## src/rtl/lifo_stack.sv

```systemverilog
// lifo_stack: parametrised last-in-first-out stack with registered pop data,
// occupancy flags, sticky overflow/underflow errors and a synchronous clear.
// A simultaneous push and pop swaps the top entry (or bypasses when empty).
module lifo_stack #(
   parameter int DATA_W   = 10,
   parameter int DEPTH    = 6,
   parameter int AF_LEVEL = DEPTH - 1,
   parameter int CNT_W    = $clog2(DEPTH + 1)
) (
   input  logic              clock,
   input  logic              reset,
   input  logic              push,
   input  logic [DATA_W-1:0] datain,
   input  logic              pop,
   input  logic              clear,
   output logic [DATA_W-1:0] dataout,
   output logic              val,
   output logic [CNT_W-1:0]  count,
   output logic              empty,
   output logic              full,
   output logic              almost_full,
   output logic              overflow,
   output logic              underflow
);

   // Storage index width; count is one bit wider when DEPTH is a power of two.
   localparam int AW = (DEPTH > 1) ? $clog2(DEPTH) : 1;

   logic [DATA_W-1:0] mem [DEPTH];

   logic [CNT_W-1:0]  count_q, count_d;
   logic [DATA_W-1:0] dout_q, dout_d;
   logic              val_q, val_d;
   logic              ovf_q, ovf_d;
   logic              udf_q, udf_d;

   logic              is_empty;
   logic              is_full;
   logic [CNT_W-1:0]  cnt_m1;
   logic [AW-1:0]     top_idx;
   logic [AW-1:0]     push_idx;
   logic [DATA_W-1:0] top_word;

   logic              wr_en;
   logic [AW-1:0]     wr_idx;
   logic [DATA_W-1:0] wr_data;

   // Occupancy decode and top-of-stack addressing.
   always_comb begin
      is_empty = (count_q == '0);
      is_full  = (count_q == CNT_W'(DEPTH));
      cnt_m1   = count_q - CNT_W'(1);
      top_idx  = cnt_m1[AW-1:0];
      push_idx = count_q[AW-1:0];
      // The top entry only exists when the stack holds something.
      top_word = is_empty ? '0 : mem[top_idx];
   end

   // Per-edge operation select: clear first, then the push/pop cases.
   always_comb begin
      wr_en   = 1'b0;
      wr_idx  = push_idx;
      wr_data = datain;
      count_d = count_q;
      dout_d  = dout_q;
      val_d   = 1'b0;
      ovf_d   = ovf_q;
      udf_d   = udf_q;
      if (clear) begin
         count_d = '0;
         ovf_d   = 1'b0;
         udf_d   = 1'b0;
      end else if (push && !pop) begin
         if (!is_full) begin
            wr_en   = 1'b1;
            wr_idx  = push_idx;
            count_d = count_q + CNT_W'(1);
         end else begin
            ovf_d = 1'b1;
         end
      end else if (pop && !push) begin
         if (!is_empty) begin
            dout_d  = top_word;
            count_d = cnt_m1;
            val_d   = 1'b1;
         end else begin
            udf_d = 1'b1;
         end
      end else if (push && pop) begin
         val_d = 1'b1;
         if (!is_empty) begin
            // Swap-top: old top goes out, new word replaces it in place.
            dout_d = top_word;
            wr_en  = 1'b1;
            wr_idx = top_idx;
         end else begin
            // Bypass: the pushed word passes straight through.
            dout_d = datain;
         end
      end
   end

   // Control and output registers, cleared by the asynchronous reset.
   always_ff @(posedge clock or negedge reset) begin
      if (!reset) begin
         count_q <= '0;
         dout_q  <= '0;
         val_q   <= 1'b0;
         ovf_q   <= 1'b0;
         udf_q   <= 1'b0;
      end else begin
         count_q <= count_d;
         dout_q  <= dout_d;
         val_q   <= val_d;
         ovf_q   <= ovf_d;
         udf_q   <= udf_d;
      end
   end

   // Storage array write; contents are deliberately left unreset.
   always_ff @(posedge clock) begin
      if (wr_en) begin
         mem[wr_idx] <= wr_data;
      end
   end

   assign dataout     = dout_q;
   assign val         = val_q;
   assign count       = count_q;
   assign empty       = is_empty;
   assign full        = is_full;
   assign almost_full = (count_q >= CNT_W'(AF_LEVEL));
   assign overflow    = ovf_q;
   assign underflow   = udf_q;

endmodule

```

## config.mk

```make
export PLATFORM = sky130hd
export DESIGN_NAME = lifo_stack
export DESIGN_NICKNAME = d
export VERILOG_FILES = /design/src/rtl/lifo_stack.sv
export SDC_FILE = /design/constraint.sdc
export NUM_CORES = 1
export LEC_CHECK = 0
export ABC_AREA = 0
export ABC_CLOCK_PERIOD_IN_PS = 2650
export CAP_MARGIN = 25
export CORE_MARGIN = 1
export CORE_UTILIZATION = 50
export DETAILED_ROUTE_END_ITERATION = 8
export PLACE_DENSITY = 0.76
export SLEW_MARGIN = 10
export SYNTH_ARGS = -nofsm -noshare
export SYNTH_HDL_FRONTEND = slang
export SYNTH_SLANG_ARGS = --single-unit
```

## constraint.sdc

```tcl
create_clock -name clock -period 2.65 [get_ports clock]
set_input_delay 0.795 -clock clock [delete_from_list [all_inputs] [get_ports clock]]
set_output_delay 0.795 -clock clock [all_outputs]
set_load 0.1 [all_outputs]
```

After elaboration in Yosys (flattened, before gate mapping)
Memories as Yosys holds them, arrays and structs flattened.
Index checks and enable logic that the tools add are counted.
- register bits: 16
- bits in writable memories: 60
- input port bits: 15
- output and inout bits: 19
- memories: 1
- memory list (name ; depth ; width ; rd ports ; clocked after Yosys merged registers in ; write ports ; RTL line ; RTL):
    mem ; 6 ; 10 ; 1 ; 0 ; 1 ; 29 ; logic [DATA_W-1:0] mem [DEPTH];
- add/subtract/negate cells: 2
- magnitude comparators: 1
- eq/ne operators: 4
- muxes and demuxes: 32
- bitwise logic cells: 2
- reductions and logical operators: 16
- operators by type and width (kind ; count):
    two-way mux 10 bit ; 4
    two-way mux 3 bit ; 9
    two-way mux 1 bit ; 19
    nonzero test 2 bit ; 5
    inequality test 2 bit, second input constant ; 2
    AND reduction 2 bit ; 2
    AND reduction 4 bit ; 1
    adder 3 x 1 -> 3 bit, second input constant ; 1
    == test 3 bit, second input constant ; 1
    greater-or-equal comparator 3 bit, second input constant ; 1
    logical AND 1 bit ; 3
    zero test 3 bit ; 1
    inequality test 3 bit, second input constant ; 1
    AND reduction 3 bit ; 1
    nonzero test 3 bit ; 1
    subtractor 3 x 1 -> 3 bit, second input constant ; 1
    zero test 1 bit ; 2
    inverter 1 bit ; 2

Longest topological paths before layout
Gate-level depths: netlist (run 1).
- word-level depth: 8
- depth in mapped cells: 10
- depth with buffers taken out: 7

Worst setup path before layout (run 1)
No wires, ideal clock.
- kind: register to register
- from: reg count_q[0], in the netlist count[0]
- to: mem mem[2][0] (enable)
- setup time: 0.380 ns
- arrival: 3.455 ns
- setup slack: -1.185 ns
- cell stages (with the launch flop): 11
- buffers on the path: 3
- path through: dfrtp_1 -> buf_6 -> buf_12 -> inv_1 -> ha_1 -> nand2b_1 -> buf_6 -> inv_1 -> a211oi_1 -> nand3_1 -> a21oi_1
- longest elaborated chain between the ends: 8
- ends and longest elaborated chain (what ; RTL line ; RTL):
    start: declaration ; 31 ; logic [CNT_W-1:0] count_q, count_d;
    start signal: assignment ; 112 ; count_q <= count_d;
    zero test 3 bit * ; 50 ; is_empty = (count_q == '0);
    via empty ; 19 ; output logic empty,
    two-way mux 1 bit ; 91 ; if (!is_empty) begin
    two-way mux 1 bit ; 89 ; end else if (push && pop) begin
    two-way mux 1 bit ; 81 ; end else if (pop && !push) begin
    two-way mux 1 bit ; 73 ; end else if (push && !pop) begin
    two-way mux 1 bit ; 69 ; if (clear) begin
    two-way mux 1 bit ; 122 ; if (wr_en) begin
    two-way mux 1 bit (not written as such) ; 123 ; mem[wr_idx] <= wr_data;
    end: declaration ; 29 ;
The timed path passes the listed nets; every way through them passes the cells marked *.

Worst setup path after layout (run 1)
- from: reg count_q[0], in the netlist count[0]
- to: out empty
- longest elaborated chain between the ends: 1
- ends and longest elaborated chain (what ; RTL line):
    zero test 3 bit ; 50
    end: declaration ; 19
Every way passes these cells.

==> results of run 1 <==
-- Yosys cell counts --
library cell  count  area (um2)
o21ai_0           3       15.01
nor2_1           10       37.54
a211o_1          10       87.58
nor2b_2           1       8.760
xor2_1            1       8.760
buf_12            1       20.02
clkbuf_1          4       15.01
mux2i_1          13       130.1
a21oi_1          26       130.1
xnor2_1           1       8.760
edfxtp_1         60        1802
o31a_1            1       8.760
nor2b_1           2       12.51
nand3b_1          2       15.01
a2111oi_0         1       8.760
mux4_2            6       135.1
nor4_1            1       6.260
a31oi_1           2       12.51
nor3_1            1       5.000
o21ai_2           1       8.760
buf_2             4       20.02
nand4b_1          1       8.760
nand3_1           3       15.01
nand2_1          14       52.55
ha_1              5       62.56
dfrtp_1          16       400.4
a22oi_1           1       7.510
nand2b_1          2       12.51
or3_1             1       6.260
buf_6             5       56.30
or2_2             1       6.260
inv_1             7       26.28
nor3b_1           2       15.01
o21a_1            2       15.01
mux4_1            4       105.1
a211oi_1          2       15.01
a221o_1           1       10.01
o31ai_1           1       7.510
o21ai_1          10       50.05
-- cell usage in the layout (no fill, tap or decap), types with 3 or more instances in the layout --
cell type,instances
a211o_1,10
a21oi_1,25
buf_12,7
buf_4,44
clkbuf_8,10
clkdlybuf4s50_1,14
clkinv_4,3
clkinvlp_4,3
dfrtp_1,14
edfxtp_1,60
ha_1,4
inv_1,4
mux2i_1,13
mux4_1,4
mux4_2,6
nand2_1,13
nor2_1,5
nor2_4,5
o21ai_0,3
o21ai_1,10
-- area by class of cell --
class,count,area share [%]
inverter,7,0.8821
timing repair buffer,65,14.35
clock inverter,6,1.705
tap,77,2.264
clock buffer,10,3.234
multi-input combinational,132,25.70
sequential,76,51.87
-- through the flow --
stage | hold slack [ns] | util (%)
CTS | 0.4940 | 65.67
global placement | 0.4694 | 62.34
detailed placement | 0.4772 | 62.34
global route | 0.5381 | 66.26
floorplan | 0.4994 | -
finish | 0.4902 | 66.26
-- cells by family after synthesis --
| logic type | Yosys count |
|---|---|
| AOI/OAI and AO/OA | 61 |
| muxes | 23 |
| and+or+nand+nor | 41 |
| buffers and inverters | 21 |
| adders and majority gates | 5 |
| DFF | 76 |
| xor gates and xnor gates | 2 |
-- per-layer routing --
metal | part of all wire (%) | vias to the layer above | global-route usage [%]
met2 | 51 | 87 | 34.72
met4 | 0.91 | 0 | 8.150
met5 | 0 | - | 0
li1 | - | 1006 | -
met1 | 41 | 1079 | 29.74
met3 | 7.2 | 8 | 4.847
-- power by group through the flow --
stage | logic [mW] | clock network [mW] | registers [mW]
2_1_floorplan | 0.835 | 0 | 2.18
3_3_place_gp | 1.97 | 0 | 1.51
3_5_place_dp | 1.99 | 0 | 1.52
4_1_cts | 2.00 | 0.923 | 1.49
5_1_grt | 2.15 | 0.974 | 1.51
6_report | 2.04 | 0.908 | 1.49
-- worst paths after layout --
check | startpoint | endpoint | slack [ns]
hold / removal | dataout[0] | dataout[0] | 0.49
min in group asynchronous | reset | count[0] | 0.78
hold reg to reg | dataout[0] | dataout[0] | 0.49
setup reg to reg | count[0] | mem[2][0] | 0.12
setup / recovery | count[0] | empty | 0.06
max in group asynchronous | reset | count[0] | 1.66
-- critical path, stage by stage, from the launching register on --
cell        delay (ns)
dfrtp_4           0.48
clkinvlp_4        0.16
ha_2              0.25
nand2b_1          0.16
clkinvlp_4        0.20
buf_12            0.21
-- flip-flops by register name (all words and copies together), names as in the netlist --
register,flops
mem,60
count,3
underflow,1
val,1
dataout,10
overflow,1
-- timing repair --
item	in CTS	in global routing
gates resized for setup	1	0
buffers inserted	0	5
setup endpoints to repair	1	8
==> PnR_summary.wiki, run 1 <==
{| class="wikitable"
! Metric !! Value
|-
| IO buf count || 33
|-
| Synth Cell Area || 3368 um2
|-
| DRC violation count after routing || 8
|-
| Die outline height || 84.08 um
|-
| Compound-Gate Fraction of Synth Area || 11.18%
|-
| Final design area excluding fillers || 4255 um2
|-
| Sum of overflow across all layers after global routing || 0
|-
| Vias in the first global route || 2190
|-
| Clock Skews || 0.01025 ns
|-
| Standard-cell row count || 29
|-
| Post-Synthesis Mean Instance Area || 14.71 um2
|-
| Number of buffers inserted by hold repair at cts || 0
|-
| Routability-driven placement congestion ratio || 0.8613
|-
| Slew margin rel. || 63.45%
|-
| Setup-failing EPs final || 0
|-
| Post-synthesis share of cell area spent on full adders, half adders and majority gates || 1.857%
|-
| Number of top-level design ports || 34
|-
| Post-Syn Nets || 249
|-
| Post-synthesis to final-layout area growth || 26.34%
|-
| Post-DR vias/cell || 5.845
|-
| Number of placed instances, taps included || 352
|-
| Worst setup path class || reg2out
|-
| CTS Buf Count || 9
|-
| Die Span X || 84.08 um
|-
| Hold violation total from the final report || 0
|-
| Worst min path class || reg2reg
|-
| NetSw || 1.919 mW
|-
| Global-route wire length before repair || 11.37 mm
|-
| Fraction of the yosys area taken by sequential cells || 65.38%
|-
| Number of H-tree branching levels || 3
|-
| Result of the run || finished with violations
|-
| Flop pwr share || 33.6%
|-
| Clk Tree Root Cell || clkbuf_8
|-
| Vias after detailed routing || 2180
|-
| Worst EP arrival || 1.79 ns
|-
| Total chip power || 4.443 mW
|-
| Part of the total power dissipated in combinational logic || 46.0%
|-
| Final Critical Period || 2.586 ns
|-
| Area after detailed placement || 4004 um2
|-
| Total track usage || 21.87%
|-
| CTS tree || built
|-
| Max-slew violations || 0
|-
| Max_cap viols || 0
|-
| Share of post-route cells with drive strength above 1 || 31.08%
|-
| Total Nets Final || 311
|-
| Final critical-path setup slack || 0.06389 ns
|-
| Full die area || 7069 um2
|-
| Combinational family with the most area after synthesis || compound AO/OA/AOI/OAI gates
|-
| Number of nets still failing antenna checks after routing || 0
|-
| Cell count after synthesis || 229
|-
| Fraction of power spent switching nets || 43.19%
|-
| Number of antenna violations at the first check in global routing || 0
|-
| Worst voltage drop across the vdd grid || 0.4928 mV
|-
| Setup repair after global routing missed its margin || no
|-
| Antenna diode instance count || 0
|-
| Reg area || 2207 um2
|-
| Placed wire-length estimate || 4.701 mm
|-
| Maximum fanout count along the critical path || 6
|-
| Violations in the final reports || DRC
|-
| Final period util || 97.59%
|-
| Area of combinational cells with multiple inputs || 1094 um2
|-
| Max Buffers Root-to-Sink || 2
|-
| Data required, critical path || 1.86 ns
|-
| Reg2reg path depth || 9
|-
| Violation count after the first detailed-route iteration || 154
|-
| Max Freq || 386.7 MHz
|-
| Synth warn || 0
|-
| Internal Dissipation || 2.524 mW
|-
| Pre-antenna DRT Iters || 6
|-
| Final Instance Count excl. Fillers || 373
|-
| Final setup TNS || 0 ns
|-
| Average wire length per cell after detail routing || 19.18 um
|-
| Post-synthesis simple-gate area fraction || 5.981%
|-
| Pin count of the biggest net entering global routing || 24
|-
| #FFs+latches synth || 76
|-
| Fill count || 464
|-
| Power Density || 1044 nW/um2
|-
| Unique masters post-synth || 39
|-
| Count of clock tree sinks || 76
|-
| Mux contribution to synthesized area || 11.00%
|-
| Slew @ Worst Pin || 0.5482 ns
|-
| Total wire length || 7.155 mm
|-
| Area of the core || 6422 um2
|-
| Post-placement worst setup slack || -0.05890 ns
|-
| Leak pwr || 1.555 nW
|-
| Clock latency at the later pin of the worst-skew pair || 0.34 ns
|-
| Worst Setup Start Kind || flop
|-
| Clk pin slew, worst setup/hold paths || 0.08 ns
|-
| Clock Power Share || 20.4%
|-
| Area share of xor/xnor cells in the synthesized design || 0.5201%
|-
| Cell depth of the worst min-delay path || 2
|-
| Initial Utilization || 52.44%
|-
| Endpoint kind of the worst setup timing path || output pin
|}
No activity file was read; power rests on OpenSTA's default activity.
==> inputs of run 2 (changes only) <==
--- a/config.mk
+++ b/config.mk
@@ -7,7 +7,6 @@
 export LEC_CHECK = 0
 export ABC_AREA = 0
 export ABC_CLOCK_PERIOD_IN_PS = 2650
-export CAP_MARGIN = 25
 export CORE_MARGIN = 1
 export CORE_UTILIZATION = 50
 export DETAILED_ROUTE_END_ITERATION = 8
==> results of run 2 <==
Final layout, timing and power as in run 1 (identical DEF).
==> inputs of run 3 (changes only) <==
--- a/config.mk
+++ b/config.mk
@@ -11,7 +11,6 @@
 export CORE_UTILIZATION = 50
 export DETAILED_ROUTE_END_ITERATION = 8
 export PLACE_DENSITY = 0.76
-export SLEW_MARGIN = 10
 export SYNTH_ARGS = -nofsm -noshare
 export SYNTH_HDL_FRONTEND = slang
 export SYNTH_SLANG_ARGS = --single-unit
==> results of run 3 <==
Final layout, timing and power as in run 1 (identical DEF).
==> RTL edit, RTL diff (config.mk and constraints of run 3) <==
Take the reset off `dout_q` and load it in a clocked block of its own.
--- a/src/rtl/lifo_stack.sv
+++ b/src/rtl/lifo_stack.sv
@@ -104,17 +104,19 @@
    always_ff @(posedge clock or negedge reset) begin
       if (!reset) begin
          count_q <= '0;
-         dout_q  <= '0;
          val_q   <= 1'b0;
          ovf_q   <= 1'b0;
          udf_q   <= 1'b0;
       end else begin
          count_q <= count_d;
-         dout_q  <= dout_d;
          val_q   <= val_d;
          ovf_q   <= ovf_d;
          udf_q   <= udf_d;
       end
+   end
+
+   always_ff @(posedge clock) begin
+      dout_q <= dout_d;
    end
 
    // Storage array write; contents are deliberately left unreset.
Function: changed (Yosys sat finds a counterexample within 4 cycles, from zero or initial values and one cycle with reset low).
==> RTL edit against run 3 <==
  * Die area down 2.4%
  * Register-to-register slack gained 0.11 ns
  * Synthesized area shrank 2.4%
  * Clock skew down 0.0013 ns
  * Sequential share of layout area increased by 3.3 points
  * Routed wire length decreased by 6.6%
  * Power decreased by 7.8%
  * Non-clock buffer count decreased by 4
  * Sequential cell count unchanged
  * Setup slack improved by 0.0079 ns
  * Clock power shrank 16%
  * First-iteration DRC count up 11%
  * Cell area down 3.8%
  * Highest routed layer unchanged
==> RTL edit: results (changes against run 3) <==
Run status
  – Status: complete, no violations

Routing
  – M1 wire length: 2850 µm (-3.5%)
  – Routed WL: 6680 µm (-6.6%)
  – Detailed router's first-iteration violation count: 171 (+11%)
  – Drt pass-1 iters: 4 (-2)
  – Top Metal Used: met4
  – Vias per inst: 5.76 (-1.5%)
  – Met3 WL: 457 µm (-11%)
  – Met2 WL: 3230 µm (-11%)

Placement
  – Placer Congestion: 0.796 (-7.6%)
  – DP Cell Count: 338 (-4.0%)
  – Placed inst area: 0.00390 mm² (-2.5%)
  – Worst slack, placed: -0.240 ns (-0.181 ns)
  – Detail Placement HPWL: 4360 µm (-7.3%)

Synthesis
  – Total nets after synthesis: 235 (-5.6%)
  – Yosys cell types: 38 (-2.6%)
  – EDFF count, synth: 70 (+17%)
  – Synth Area in Compound Gates: 8.41% (-2.8 points)
  – Area contributors post-synth: edfxtp_1, mux2_2, dfrtp_1, mux2i_1, a221oi_1
  – Post-synthesis xor/xnor area fraction: 0.533% (+0.013 points)
  – Commonest cells in the netlist: edfxtp_1, nor2_1, mux2_2
  – Mapped Cells: 215 (-6.1%)
  – Post-synthesis adder-cell area fraction: 1.90% (+0.046 points)
  – Async set-reset flop share out of synthesis: 7.89% (-13 points)
  – Seq/Total Area, Yosys: 68.5% (+3.1 points)

Finish
  – Nets: 294 (-5.5%)
  – Fill cells: 468 (+0.86%)
  – Fraction of layout cells with a size suffix above 1: 35.8% (+4.8 points)

Pwr
  – Power Dens Cells: 1000 mW/mm² (-4.2%)
  – Peak VDD IR: 0.000699 V (+42%)
  – Leak Pwr: 1.43 nW (-8.2%)

GRT
  – Vias in the first global route: 2,019 (-7.8%)
  – Largest net degree at the start of global routing: 20 (-17%)
  – First-pass GRT wire length: 10,600 µm (-6.8%)
  – GRT Resource Usage Total: 20.9% (-0.98 points)

STA
  – Clock skew: 0.00895 ns (-0.00130 ns)
  – Relative slew margins: 56.4% (-7.1 points)

Worst setup path
  – CP Max Fanout: 19 (+13)
  – CP arrival: roughly 1.8 ns

Clock network
  – Latest clock arrival within the worst-skew pair: 0.36 ns (+0.02 ns)
  – Post-CTS Resized: 2 (+1)
==> RTL edit: cell count changes after synthesis, sizes merged, moves of 13 or more <==
| cell | run 3 | this run |
|---|---|---|
| a21oi | 26 | 9 |
| o21ai | 14 | 1 |
| mux2 | 0 | 20 |
| nor2 | 10 | 24 |
| nand2 | 14 | 0 |
==> RTL edit: worst max-delay path: stages (launching register included) <==
cell	delay, ns
dfrtp_4	0.50
buf_4	0.22
ha_1	0.22
o31a_2	0.30
buf_12	0.17
==> RTL edit: report_power, final <==
part,internal (mW),switching (mW)
clock network,0.333,0.432
registers,1.45,0.0543
logic,0.641,1.18
total,2.43,1.67
==> RTL edit: final cells by class <==
cell class / count / share of cell area [%]
clock buffer: 9 / 3.03
sequential: 76 / 55.2
clock inverter: 7 / 1.01
timing repair buffer: 61 / 13.6
tap: 77 / 2.35
multi-input combinational: 123 / 24.3
inverter: 3 / 0.489
==> RTL edit: metal layers <==
metal  global-route usage [%]  vias up
met5                        0        -
met4                     11.8        0
met3                     4.37       14
met2                     32.3       77
met1                     27.6     1000
li1                         -      958
==> RTL edit: final timing paths <==
| check | slack (ns) | depth (start not counted) | startpoint | endpoint |
|---|---|---|---|---|
| setup / recovery | 0.07 | 4 | count[0]$_DFFE_PN0P_ | almost_full |
| hold / removal | 0.52 | 2 | overflow$_DFFE_PN0P_ | overflow$_DFFE_PN0P_ |
| setup reg to reg | 0.23 | 6 | count[1]$_DFFE_PN0P_ | mem[0][6]$_DFFE_PP_ |
| hold reg to reg | 0.52 | 2 | overflow$_DFFE_PN0P_ | overflow$_DFFE_PN0P_ |
| max in group asynchronous | 1.74 | 1 | reset | count[0]$_DFFE_PN0P_ |
| min in group asynchronous | 0.67 | 1 | reset | overflow$_DFFE_PN0P_ |
